===== config.mk =====
export PLATFORM = sky130hd
export DESIGN_NAME = mem_access_unit
export DESIGN_NICKNAME = d
export VERILOG_FILES = /design/src/rtl/mem_access_unit.sv
export SDC_FILE = /design/constraint.sdc
export NUM_CORES = 1
export LEC_CHECK = 0
export CORE_ASPECT_RATIO = 1.2
export CORE_MARGIN = 1.5
export CORE_UTILIZATION = 35
export CTS_CLUSTER_SIZE = 16
export DETAILED_ROUTE_END_ITERATION = 10
export GPL_TIMING_DRIVEN = 0
export PLACE_DENSITY_LB_ADDON = 0.2
export SYNTH_ARGS = -nofsm -noshare
export SYNTH_HDL_FRONTEND = slang
export SYNTH_SLANG_ARGS = --single-unit

===== constraint.sdc =====
create_clock -name Clk -period 1.8 [get_ports Clk]
set_input_delay 0.18 -clock Clk [delete_from_list [all_inputs] [get_ports Clk]]
set_output_delay 0.18 -clock Clk [all_outputs]
set_load 0.01 [all_outputs]

===== src/rtl/mem_access_unit.sv =====
// Byte/word load-store sequencer in front of a 256x8 byte-lane DataMem.
// Words split into low byte at Addr and high byte at Addr+1.
module mem_access_unit #(
  parameter int AW       = 8,
  parameter bit SIGN_EXT = 1'b0
) (
  input  logic          Clk,
  input  logic          Reset,
  input  logic          Start,
  input  logic          IsStore,
  input  logic          Word,
  input  logic [AW-1:0] Addr,
  input  logic [15:0]   StoreData,
  output logic          Busy,
  output logic          Done,
  output logic [15:0]   LoadData,
  output logic          MemWrite,
  output logic          MemRead,
  output logic          Byte,
  output logic [AW-1:0] DataAddress,
  output logic [15:0]   DataIn,
  input  logic [15:0]   DataOut
);

  typedef enum logic [1:0] {
    IDLE = 2'd0,
    LO   = 2'd1,
    HI   = 2'd2,
    DONE = 2'd3
  } state_t;

  state_t        state;
  state_t        state_nx;
  logic          op_store;
  logic          op_word;
  logic [AW-1:0] op_addr;
  logic [15:0]   op_data;
  logic [7:0]    lo_byte;
  logic [AW-1:0] hi_addr;

  // Address wraps naturally at the top of the byte space.
  assign hi_addr = op_addr + {{(AW-1){1'b0}}, 1'b1};

  always_ff @(posedge Clk or negedge Reset) begin
    if (!Reset) begin
      state    <= IDLE;
      op_store <= 1'b0;
      op_word  <= 1'b0;
      op_addr  <= '0;
      op_data  <= '0;
      lo_byte  <= '0;
      LoadData <= '0;
    end else begin
      state <= state_nx;
      if (state == IDLE && Start) begin
        op_store <= IsStore;
        op_word  <= Word;
        op_addr  <= Addr;
        op_data  <= StoreData;
      end
      if (state == LO && !op_store) begin
        lo_byte <= DataOut[7:0];
        if (!op_word) begin
          LoadData <= {{8{SIGN_EXT & DataOut[7]}},
                       DataOut[7:0]};
        end
      end
      if (state == HI && !op_store) begin
        LoadData <= {DataOut[15:8], lo_byte};
      end
    end
  end

  always_comb begin
    state_nx    = state;
    Busy        = 1'b1;
    Done        = 1'b0;
    MemWrite    = 1'b0;
    MemRead     = 1'b0;
    Byte        = 1'b0;
    DataAddress = '0;
    DataIn      = '0;
    unique case (state)
      IDLE: begin
        Busy = 1'b0;
        if (Start) state_nx = LO;
      end
      LO: begin
        DataAddress = op_addr;
        MemWrite    = op_store;
        MemRead     = !op_store;
        if (op_store) DataIn = {8'h00, op_data[7:0]};
        state_nx = op_word ? HI : DONE;
      end
      HI: begin
        DataAddress = hi_addr;
        Byte        = 1'b1;
        MemWrite    = op_store;
        MemRead     = !op_store;
        if (op_store) DataIn = {op_data[15:8], 8'h00};
        state_nx = DONE;
      end
      DONE: begin
        Done     = 1'b1;
        state_nx = IDLE;
      end
      default: state_nx = IDLE;
    endcase
  end

endmodule

==> flow_summary.toml, run 1 <==
[global_routing]
grt_use_total_pct = 14.9
grt-ovfl-total = 0
grt_pass1_wl_mm = 8.91
grt_max_degree = 36
antenna_found_initial = 0
grt_pass1_vias = 1880

[finish]
area_delta_synth_final_pct = 53.6
drive_gt1_share_pct = 46.4
design_area_um2 = 3870
nNetsFinal = 356
n_antenna_cell = 0

[worst_setup_path]
cp_slowest_cell = "or4_1"
end_kind = "output pin"
crit_family = "simple AND/OR/NAND/NOR gates"
worstPathRequired_ns = 1.62
endpoint = "DataAddress[7]"
crit_cells = 6
r2r-end = "LoadData[7]"
r2r_cells = 6
reg2reg_slack_ns = 0.01
startpoint = "state[1]"
crit_path_start_kind = "flip-flop"
crit_buf_inv = 2
crit-reg2reg-launch = "state[0]"
critical_path_class = "flip-flop to output pin"
arrival_ns = 1.79
critPathMaxStageDelay_ns = 0.41
path_cells = "inv_2, ha_4, nand2_2, or4_1, nand3_1, buf_2"
crit_fanout = 5

[routing]
routed_wl_mm = 5.65
routedWlPerCell_um = 14.4
dr.pass1.iters = 4
ant_nets = 0
drt-initial-drc-count = 23
viasPerCell = 4.82
num_vias = 1896
drcViolationCount = 0

[sta]
finalCritPeriodShare_pct = 109
fmax_mhz = 509
holdWs_ns = 0.338
slew_violations = 0
setup_ws_ns = -0.166
maxSlewHeadroom_pct = 70.7
setup_tns_ns = -1.46
hold_viol = 0
skew_ns = 0.0158
setup_violations = 21
period_needed_ns = 1.97
grt_setup_unrepaired = "yes"
tightest_slew_ns = 0.440

[power_and_ir_drop]
pwr-share-clk_pct = 9.8
switching_share_pct = 34.2
p_seq_share_pct = 32.2
p_switching_w = 0.00230
pwr-share-comb_pct = 58.1
intPower_w = 0.00443
vdd_drop_max_uv = 867
cellLeakagePower_nw = 1.76
power_density_nw_per_um2 = 1740

[cts]
cts_tree = "done"
ctsHtreeMaxLevel = 2
cts_buffers = 5
worstSkewPairLatency_ns = 0.30
path_clk_slew_ns = 0.10
cts_max_path_buffers = 2
cts.sinks = 52
cts-root-buf = "clkbuf_8"

[place]
hpwlAfterDp_mm = 3.95
io_buffers = 89
place.gp.congestion = 0.796
pre_cts_slack_ns = -0.582
post_dp_cell_area_um2 = 3530

[outcome]
violations = "setup timing"
status = "finished with violations"

[logic_synthesis]
yosys-top-cells-count = "dfrtp_1 (52), mux2_2 (44), and2_1 (17)"
syn_inst = 191
synth-async-reset-ratio_pct = 100
yosysSeqAreaShare_pct = 51.6
syn_nets = 242
synth_top_area_cell = "dfrtp_1"
syn_area_um2 = 2520
ys_warn_count = 0
synth_area_leaders = "dfrtp_1 (52%), mux2_2 (20%), mux2_4 (4.8%)"
synth_most_common_cell = "dfrtp_1"
synthDistinctLibCells = 35
synth.ff_latch_count = 52
synth_edf_count = 0
synth_top_area_share_pct = 51.6
syn_area_per_cell_um2 = 13.2
synth_ff_type = "dfrtp_1"

[worst_hold_path]
hp-class = "primary input to asynchronous set/reset pin"

[run]
max-cap-violations = 0

[die]
die_height_um = 96.0
coreArea_um2 = 6900
initial_core_util_pct = 36.5
io_pins = 90
die-width_um = 80.5
rows = 33
die-area_um2 = 7720
layout by cell type (no fill, tap or decap), types with 8 or more instances in the layout:
cell,instances
a22o_1,9
and2_1,8
and2_4,9
buf_2,19
buf_4,12
buf_6,15
clkdlybuf4s50_1,60
dfrtp_1,51
mux2_2,43
mux2_4,9
repair_timing:
action	4_1_cts	5_1_grt
hold buffers	1	0
pin swaps	20	5
gates resized for setup	147	17
setup buffers	13	6
endpoints found under the setup margin	56	53
hold endpoints to repair	17	0
per-layer routing:
layer  share of wire (%)  routed length [um]  track usage [%]
met4                 1.2                  66             4.74
met2                  49                2780             25.2
met3                 7.0                 398             3.98
met5                   0                   0                0
met1                  42                2400             18.6
flip-flops by register name (all words and copies together), names as in the netlist:
register and count:
op_word 1, LoadData 16, op_addr 8, lo_byte 8
state 2, op_store 1, op_data 16
how the worst min path moves through the flow:
stage,startpoint,to,slack (ns)
5_1_grt,Reset,LoadData[2],0.35
3_5_place_dp,Reset,LoadData[2],0.15
4_1_cts,Reset,lo_byte[3],0.34
3_3_place_gp,op_data[13],op_data[13],0.48
6_report,Reset,lo_byte[3],0.34
2_1_floorplan,Reset,LoadData[0],-0.12
per-stage QoR:
step	instances	power (W)	util (%)
final	393	0.00673	56.1
after global routing	393	0.00719	56.1
after CTS	389	0.00647	54.7
after detailed placement	368	0.00536	51.3
after global placement	367	0.00530	51.0
after floorplan	191	0.00403	-
final cells by class:
cell class / count / area (um2)
repair buffers: 109 / 1020
well taps: 87 / 109
multi-input cells: 126 / 1280
flip-flops and latches: 52 / 1300
clock inverters: 2 / 16.3
plain buffers: 7 / 52.6
clock buffers: 6 / 72.6
inverters: 4 / 15.0
fillers: 609 / 3030
cell families (layout without fill, tap and decap cells):
family / after synthesis / in the layout / synth area share (%)
DFF: 52 / 52 / 51.6
adders and majority gates: 6 / 6 / 2.98
buffers and inverters: 13 / 128 / 2.73
muxes: 52 / 52 / 24.4
xor gates and xnor gates: 1 / 1 / 0.348
and+or+nand+nor: 42 / 42 / 10.1
AOI/OAI and AO/OA: 25 / 25 / 7.80
worst reg2reg max path, cell delays in order, from the launching register on:
cell	delay [ns]
dfrtp_1	0.40
buf_4	0.15
ha_2	0.26
and2b_4	0.21
o21bai_4	0.16
buf_6	0.16
mux2_2	0.33
power by group through the flow:
stage | clock network, W | logic (W) | registers [W]
after CTS | 0.000697 | 0.00361 | 0.00216
after global routing | 0.000734 | 0.00420 | 0.00225
final | 0.000658 | 0.00391 | 0.00216
after detailed placement | 0 | 0.00319 | 0.00217
after global placement | 0 | 0.00315 | 0.00215
after floorplan | 0 | 0.00188 | 0.00214
(Power assumes the default switching activity.)
==> run 2: changes to the inputs <==
--- a/config.mk
+++ b/config.mk
@@ -8,10 +8,12 @@
 export CORE_ASPECT_RATIO = 1.2
 export CORE_MARGIN = 1.5
 export CORE_UTILIZATION = 35
+export CTS_CLUSTER_DIAMETER = 200
 export CTS_CLUSTER_SIZE = 16
 export DETAILED_ROUTE_END_ITERATION = 10
 export GPL_TIMING_DRIVEN = 0
 export PLACE_DENSITY_LB_ADDON = 0.2
+export SLEW_MARGIN = 5
 export SYNTH_ARGS = -nofsm -noshare
 export SYNTH_HDL_FRONTEND = slang
 export SYNTH_SLANG_ARGS = --single-unit
==> results of run 2 <==
Same layout as run 1: the final DEF is identical, and so are final timing and power.
==> run 3: changes to the inputs <==
==> constraint.sdc (replaced) <==
create_clock -name Clk -period 1.8 [get_ports Clk]
set_input_delay 0.36 -clock Clk [delete_from_list [all_inputs] [get_ports Clk]]
set_output_delay 0.36 -clock Clk [all_outputs]
set_load 0.01 [all_outputs]
==> flow_summary.toml, run 3 (synthesis gave the netlist of run 1 again) <==
[cts]
worstSkewPairLatency_ns = 0.30
ctsHtreeMaxLevel = 2
cts.sinks = 52
cts_max_path_buffers = 2
cts_tree = "done"
cts-root-buf = "clkbuf_8"
cts_buffers = 5
path_clk_slew_ns = 0.10

[finish]
nNetsFinal = 368
instances_no_fill = 405
n_antenna_cell = 0
final_core_util_pct = 58.5
layout_common_cells = "clkdlybuf4s50_1 (59), dfrtp_1 (52), mux2_2 (42)"
drive_gt1_share_pct = 50.3
reg_top3 = "LoadData (16), op_data (16)"
layout_commonest_cell = "clkdlybuf4s50_1"
area_delta_synth_final_pct = 60.1

[sta]
period_needed_ns = 2.13
setup_ws_ns = -0.327
grt_setup_unrepaired = "yes"
tightest_slew_ns = 0.444
holdWs_ns = 0.505
setup_violations = 34
slew_violations = 0
finalCritPeriodShare_pct = 118
fmax_mhz = 470
hold_viol = 0
maxSlewHeadroom_pct = 70.4
setup_tns_ns = -7.34
skew_ns = 0.00793

[outcome]
violations = "setup timing"
status = "finished with violations"

[global_routing]
antenna_found_initial = 0
grt_use_total_pct = 16.0
grt_max_degree = 36
grt_pass1_wl_mm = 9.46
grt_pass1_vias = 1947
grt-ovfl-total = 0

[routing]
drcViolationCount = 0
viasPerCell = 4.87
num_vias = 1972
routed_wl_mm = 6.18
routedWlPerCell_um = 15.2
dr.pass1.iters = 4
drt-initial-drc-count = 51
ant_nets = 0

[power_and_ir_drop]
p_seq_share_pct = 29.8
vdd_drop_max_uv = 803
intPower_w = 0.00480
switching_share_pct = 33.5
power_density_nw_per_um2 = 1790
pwr-share-clk_pct = 11.7
cellLeakagePower_nw = 1.86
pwr-share-comb_pct = 58.6
p_switching_w = 0.00242

[worst_setup_path]
cp_slowest_cell = "dfrtp_1"
arrival_ns = 1.77
critPathMaxStageDelay_ns = 0.40
end_kind = "output pin"
crit_path_start_kind = "flip-flop"
worstPathRequired_ns = 1.44
path_cells = "inv_2, ha_4, buf_8, and2_4, a41oi_2, a31oi_1, buf_2"
critical_path_class = "flip-flop to output pin"
crit_fanout = 5

[die]
coreArea_um2 = 6900
io_pins = 90
initial_core_util_pct = 36.5
die_height_um = 96.0
die-width_um = 80.5
die-area_um2 = 7720
rows = 33

[place]
io_buffers = 89
placed_cells = 368
hpwlAfterDp_mm = 3.95
place.gp.congestion = 0.812
pre_cts_slack_ns = -0.623

[run]
max-cap-violations = 0

[worst_hold_path]
hp-class = "flip-flop to flip-flop"
-- run 3: timing repair --
item,4_1_cts,5_1_grt
buffers inserted,18,12
resized for setup,141,39
endpoints found under the setup margin,51,52
cloned,1,0
endpoints found under the hold margin,17,0
pin swaps,14,14
hold buffers,1,0
-- run 3: per-stage QoR --
stage               total power, W  area (um2)
floorplan                  0.00405        2530
global placement           0.00532        3530
detailed placement         0.00540        3550
CTS                        0.00673        3830
global route               0.00769        4030
finish                     0.00722        4030
-- run 3: power groups by stage --
stage / Clock, W / Combinational (W) / Sequential, W
final: 0.000842 / 0.00423 / 0.00215
after global routing: 0.000908 / 0.00454 / 0.00224
after CTS: 0.000867 / 0.00373 / 0.00213
after detailed placement: 0 / 0.00324 / 0.00216
after global placement: 0 / 0.00319 / 0.00213
after floorplan: 0 / 0.00191 / 0.00215
-- run 3: critical path, delay by kind of cell, from the launching register on --
kind                     cells  cell delay (ns)
AND/OR/NAND/NOR              1             0.16
buffers and inverters        3             0.34
AO/OA/AOI/OAI                2             0.27
flip-flops                   1             0.40
adder cells (fa/ha/maj)      1             0.30
-- run 3: final cells by class --
cell class | instances | area (um2)
inverters | 4 | 15.0
clock inverters | 2 | 38.8
clock buffers | 6 | 82.6
repair buffers | 121 | 1120
fillers | 584 | 2860
plain buffers | 7 | 66.3
multi-input cells | 126 | 1300
well taps | 87 | 109
flip-flops and latches | 52 | 1300
-- run 3: per-layer routing --
layer | share of wire (%) | vias to the layer above | global-route usage [%]
met2 | 53 | 56 | 27.9
met5 | 0 | - | 0
met4 | 0.70 | 0 | 5.75
met1 | 40 | 979 | 19.4
met3 | 5.4 | 4 | 3.41
li1 | - | 933 | -
-- run 3: path summary, 6_finish.rpt --
path / start / endpoint / slack, ns / depth (start not counted)
worst max-delay path: state[1] / DataAddress[5] / -0.33 / 7
min in group asynchronous: Reset / LoadData[10] / 0.52 / 2
worst min-delay path: op_data[8] / op_data[8] / 0.51 / 1
worst min register to register: op_data[8] / op_data[8] / 0.51 / 1
max in group asynchronous: Reset / op_addr[1] / 0.74 / 3
worst max register to register: state[1] / LoadData[5] / -0.11 / 8
